--- src/rtl/keypad_scan_ctrl.sv ---
// keypad_scan_ctrl: 4x4 keypad matrix scanner with press/release debounce.
// Drives one row low at a time, locks onto the first closed key found, debounces it,
// and emits a single-cycle strobe with the mapped key code once per physical press.
`timescale 1ns/1ps

module keypad_scan_ctrl #(
  parameter int unsigned SCAN_CYCLES     = 4096,
  parameter int unsigned DEBOUNCE_CYCLES = 65536
) (
  input  logic       clk,
  input  logic       reset,
  input  logic [3:0] col_keys,
  output logic [3:0] row,
  output logic [3:0] key_code,
  output logic       key_valid,
  output logic       busy
);

  localparam int unsigned DwellW = (SCAN_CYCLES > 1) ? $clog2(SCAN_CYCLES) : 1;
  localparam int unsigned DbW    = (DEBOUNCE_CYCLES > 1) ? $clog2(DEBOUNCE_CYCLES) : 1;
  localparam logic [DwellW-1:0] DwellLast = DwellW'(SCAN_CYCLES - 1);
  localparam logic [DbW-1:0]    DbLast    = DbW'(DEBOUNCE_CYCLES - 1);

  typedef enum logic [1:0] {StScan, StDebPress, StHeld} state_e;

  state_e            state_q;
  logic [DwellW-1:0] dwell_q;
  logic [DbW-1:0]    db_q;
  logic [1:0]        col_sel_q;

  logic [1:0] row_idx;
  logic [1:0] low_col;
  logic       any_low;
  logic       sel_bit;
  logic [3:0] row_next;
  logic [3:0] mapped_code;

  // Key legend indexed by {row, column}.
  function automatic logic [3:0] key_map(input logic [1:0] r, input logic [1:0] c);
    logic [3:0] code;
    case ({r, c})
      4'h0: code = 4'h1;
      4'h1: code = 4'h2;
      4'h2: code = 4'h3;
      4'h3: code = 4'hA;
      4'h4: code = 4'h4;
      4'h5: code = 4'h5;
      4'h6: code = 4'h6;
      4'h7: code = 4'hB;
      4'h8: code = 4'h7;
      4'h9: code = 4'h8;
      4'hA: code = 4'h9;
      4'hB: code = 4'hC;
      4'hC: code = 4'hE;
      4'hD: code = 4'h0;
      4'hE: code = 4'hF;
      default: code = 4'hD;
    endcase
    return code;
  endfunction

  // Row index decode, lowest-low column priority, and the locked column's level.
  always_comb begin
    row_idx = 2'd3;
    case (row)
      4'b1110: row_idx = 2'd0;
      4'b1101: row_idx = 2'd1;
      4'b1011: row_idx = 2'd2;
      default: row_idx = 2'd3;
    endcase

    low_col = 2'd3;
    if (!col_keys[0])      low_col = 2'd0;
    else if (!col_keys[1]) low_col = 2'd1;
    else if (!col_keys[2]) low_col = 2'd2;

    any_low     = ~&col_keys;
    sel_bit     = col_keys[col_sel_q];
    row_next    = {row[2:0], row[3]};
    mapped_code = key_map(row_idx, col_sel_q);
  end

  // Scan / debounce / held sequencer with registered outputs.
  always_ff @(posedge clk) begin
    if (!reset) begin
      state_q   <= StScan;
      dwell_q   <= '0;
      db_q      <= '0;
      col_sel_q <= 2'd0;
      row       <= 4'b1110;
      key_code  <= 4'h0;
      key_valid <= 1'b0;
    end else begin
      key_valid <= 1'b0;
      unique case (state_q)
        StScan: begin
          // Columns are only trusted at the end of the dwell, after the row has settled.
          if (dwell_q == DwellLast) begin
            dwell_q <= '0;
            if (any_low) begin
              col_sel_q <= low_col;
              db_q      <= '0;
              state_q   <= StDebPress;
            end else begin
              row <= row_next;
            end
          end else begin
            dwell_q <= dwell_q + 1'b1;
          end
        end
        StDebPress: begin
          if (sel_bit) begin
            // Bounce: drop the candidate and move on as if the row were idle.
            db_q    <= '0;
            dwell_q <= '0;
            row     <= row_next;
            state_q <= StScan;
          end else if (db_q == DbLast) begin
            key_code  <= mapped_code;
            key_valid <= 1'b1;
            db_q      <= '0;
            state_q   <= StHeld;
          end else begin
            db_q <= db_q + 1'b1;
          end
        end
        StHeld: begin
          if (!sel_bit) begin
            db_q <= '0;
          end else if (db_q == DbLast) begin
            db_q    <= '0;
            dwell_q <= '0;
            row     <= row_next;
            state_q <= StScan;
          end else begin
            db_q <= db_q + 1'b1;
          end
        end
        default: state_q <= StScan;
      endcase
    end
  end

  assign busy = (state_q != StScan);

endmodule
--- config.mk ---
export PLATFORM = sky130hd
export DESIGN_NAME = keypad_scan_ctrl
export DESIGN_NICKNAME = d
export VERILOG_FILES = /design/src/rtl/keypad_scan_ctrl.sv
export SDC_FILE = /design/constraint.sdc
export NUM_CORES = 1
export LEC_CHECK = 0
export ABC_AREA = 1
export BUFFER_PORTS_ARGS = -buffer_cell sky130_fd_sc_hd__buf_4
export CAP_MARGIN = 10
export CORE_AREA = 2 2 69 71
export CTS_CLUSTER_SIZE = 30
export DETAILED_ROUTE_END_ITERATION = 7
export DIE_AREA = 0 0 71 73
export PLACE_DENSITY = 0.78
export SLEW_MARGIN = 20
export SYNTH_ARGS = -nofsm -noshare
export SYNTH_HDL_FRONTEND = slang
export SYNTH_SLANG_ARGS = --single-unit
--- constraint.sdc ---
create_clock -name clk -period 1.8 [get_ports clk]
set_input_delay 0.27 -clock clk [delete_from_list [all_inputs] [get_ports clk]]
set_output_delay 0.27 -clock clk [all_outputs]
set_load 0.05 [all_outputs]
==> reports/metrics.csv <==
metric,value,unit
instances_no_fill,490,
netlist.area_leader.share,0.3194,
rows,25,
core_area,0.004536,mm²
hp-class,in2reg,
synth_top_area_cell,dfxtp_1,
dr.pass1.iters,4,
finalSetupViolations,0,
synth_warnings,0,
syn_to_final_growth,15.53,%
routed_wl,5624,µm
drc,0,
wl_per_cell,11.48,µm
syn_area_per_cell,6.377,µm²
leakage,1.283,nW
num-fill-cells,413,
grt_start_max_net_pins,19,
fmax,589.9,MHz
muxShareOfSynthArea,0,
clock-sinks,41,
grt_pass1_wl,9694,µm
antenna_cells,0,
cts_buffers,5,
cp_num_buf_inv,4,
crit_arrival,1.43,ns
design_area,0.002969,mm²
synth_top_family_by_area,simple AND/OR/NAND/NOR gates,
dieArea,0.005183,mm²
htree_levels,2,
worst_path_dominant_cell_family,buffers and inverters,
start_util,0.5666,
synthTopCellsByArea,"dfxtp_1, nand2_1, nor2_1",
root_buffer,clkbuf_8,
viasPerCell,5.043,
synth-seq-cells,41,
finalMaxSlewViolations,0,
synth-compound-area-share,0.08812,
critical_path_peak_fanout,4,
period_minus_slack,1.695,ns
io_buffers,15,
io-pin-count,16,
slew_headroom,0.6733,
irDropWorstVdd,0.5113,mV
powerDensity,1031,mW/mm²
synthDistinctLibCells,30,
synth_xor_area_frac,0.03749,
clk_latency,0.29,ns
min_path_cells,3,
yosys.area_share.adder,0.05355,
startpoint_type,register,
grt_antenna_before_repair,0,
die_w,71,µm
dpl_cell_area,0.002813,mm²
hold_viol,0,
crit_chain,inv_1 > ha_1 > buf_4 > inv_1 > buf_4,
syn-num-nets,420,
overflow,0,
maxCapViolCount,0,
finClkSkew,0.008318,ns
syn_inst,403,
grt_pass1_vias,2283,
whs,0.2779,ns
p_total,0.003062,W
r2r_cells,10,
critical_path_class,reg2out,
nNetsFinal,452,
gp_congestion,0.8698,
via_count,2471,
path_clk_slew,0.08,ns
synth_seq_area_share,0.3194,
required,1.53,ns
cts_tree,done,
grt.total_usage,0.2328,
final_layout_size_suffix_gt1_frac,0.1537,
drtIter0Drc,100,
clockBufferDepth,2,
post-route-period-util,0.9417,
worst_pin_slew,0.4896,ns
die_y,73,µm
ant_nets,0,
syn_area,0.002570,mm²
max_stage_delay,0.41,ns
critical_path.slowest_cell,dfxtp_1,
dp.cells,479,
outcome,completed,
synth-simple-area-share,0.4206,
dp_hpwl,4237,µm
cp-end-kind,primary output,
cp_num_cells,5,
-- final cells by class --
type                    count  area [µm²]  share of cell area
clock buffers               6       72.57             0.02444
clock inverters             2       10.01            0.003371
inverters                  44       170.2             0.05731
multi-input cells         311        1585              0.5339
flip-flops and latches     41       823.3              0.2773
well taps                  54       67.56             0.02276
repair buffers             32       240.2             0.08091
-- kinds of logic (layout without fill, tap and decap cells) --
group | count (synthesis) | in the layout
AOI/OAI and AO/OA | 43 | 43
xor gates and xnor gates | 11 | 11
adders and majority gates | 11 | 11
buffers and inverters | 51 | 84
DFF | 41 | 41
and+or+nand+nor | 246 | 246
-- report_power, final --
group          internal (W)  switching (W)  leakage (nW)  total (W)
logic              0.000458       0.000967         0.905    0.00142
clock network      0.000269       0.000309        0.0450   0.000578
registers          0.000983      0.0000771         0.332    0.00106
-- state kept, by name, summed over array words and instances, names as in the netlist --
register   flops
state_q        2
dwell_q       12
key_valid      1
col_sel_q      2
key_code       4
row            4
db_q          16
-- worst paths after layout --
kind | startpoint | end | slack (ns)
max | state_q[1]$_SDFFE_PN0P_ | busy | 0.10
min | col_keys[0] | col_sel_q[0]$_SDFFE_PN0P_ | 0.28
max reg2reg | db_q[1]$_SDFFE_PN0P_ | row[3]$_SDFFE_PN1P_ | 0.13
min reg2reg | db_q[9]$_SDFFE_PN0P_ | db_q[9]$_SDFFE_PN0P_ | 0.50
-- worst register-to-register path, stage by stage, from the launching register on --
cell,delay [ns]
dfxtp_2,0.36
ha_1,0.18
nand2_2,0.09
nor2_4,0.16
nand3_4,0.12
nand2_2,0.11
nand3_4,0.10
nor2_4,0.18
inv_1,0.09
nand2_1,0.08
nand3_1,0.07
-- stage by stage --
stage,setup TNS (ns),utilization,worst slack (ns)
after floorplan,0,-,0.1641
after global placement,0,0.6201,0.04218
after detailed placement,-0.06160,0.6201,-0.03845
after CTS,0,0.6411,0.01292
after global routing,-0.01117,0.6546,-0.01117
final,0,0.6546,0.1049
-- synthesized netlist by cell type --
cell and n:
nor2_1 71, nand2_4 2, nor2_2 4, inv_2 4, a211oi_1 1, inv_1 40
o21ai_1 2, nor2_4 3, nand4_1 7, nor3b_1 1, nor3_1 2, xor2_1 7
nand3_4 1, nand2_1 111, ha_1 11, xnor2_1 4, a31oi_1 1, nand3_2 2
or2_2 1, o21a_1 1, clkbuf_1 4, nand3_1 36, buf_2 1, buf_6 2
dfxtp_1 41, a21oi_1 21, nand2_2 4, o21ai_0 15, o21bai_1 2, and3_1 1
-- timing repair --
action / 4_1_cts / 5_1_grt
pin swaps: 2 / 3
resized for setup: 3 / 12
setup endpoints to repair: 14 / 35
hold buffers: 0 / 0
buffers inserted: 0 / 3
-- layer usage --
layer	up-vias	track usage	part of all wire
li1	1344	-	-
met1	1090	0.2811	0.47
met2	30	0.4143	0.49
met3	7	0.04558	0.023
met4	0	0.07966	0.015
met5	-	0	0
-- placed cells by master (no fill, tap or decap) --
cell type,instances
a211oi_1,1
a21oi_1,20
a21oi_2,1
a31oi_1,1
and3_1,1
buf_4,32
clkbuf_1,1
clkbuf_8,5
clkinv_2,2
dfxtp_1,39
dfxtp_2,2
ha_1,10
ha_2,1
inv_1,40
inv_2,2
inv_4,2
nand2_1,110
nand2_2,4
nand2_4,3
nand3_1,36
nand3_4,3
nand4_1,7
nor2_1,69
nor2_2,4
nor2_4,5
nor3_1,2
nor3b_1,1
o21a_1,1
o21ai_0,14
o21ai_1,3
o21bai_1,2
or2_2,1
xnor2_1,4
xor2_1,7
Note: power is estimated with default switching activity, not from simulation.
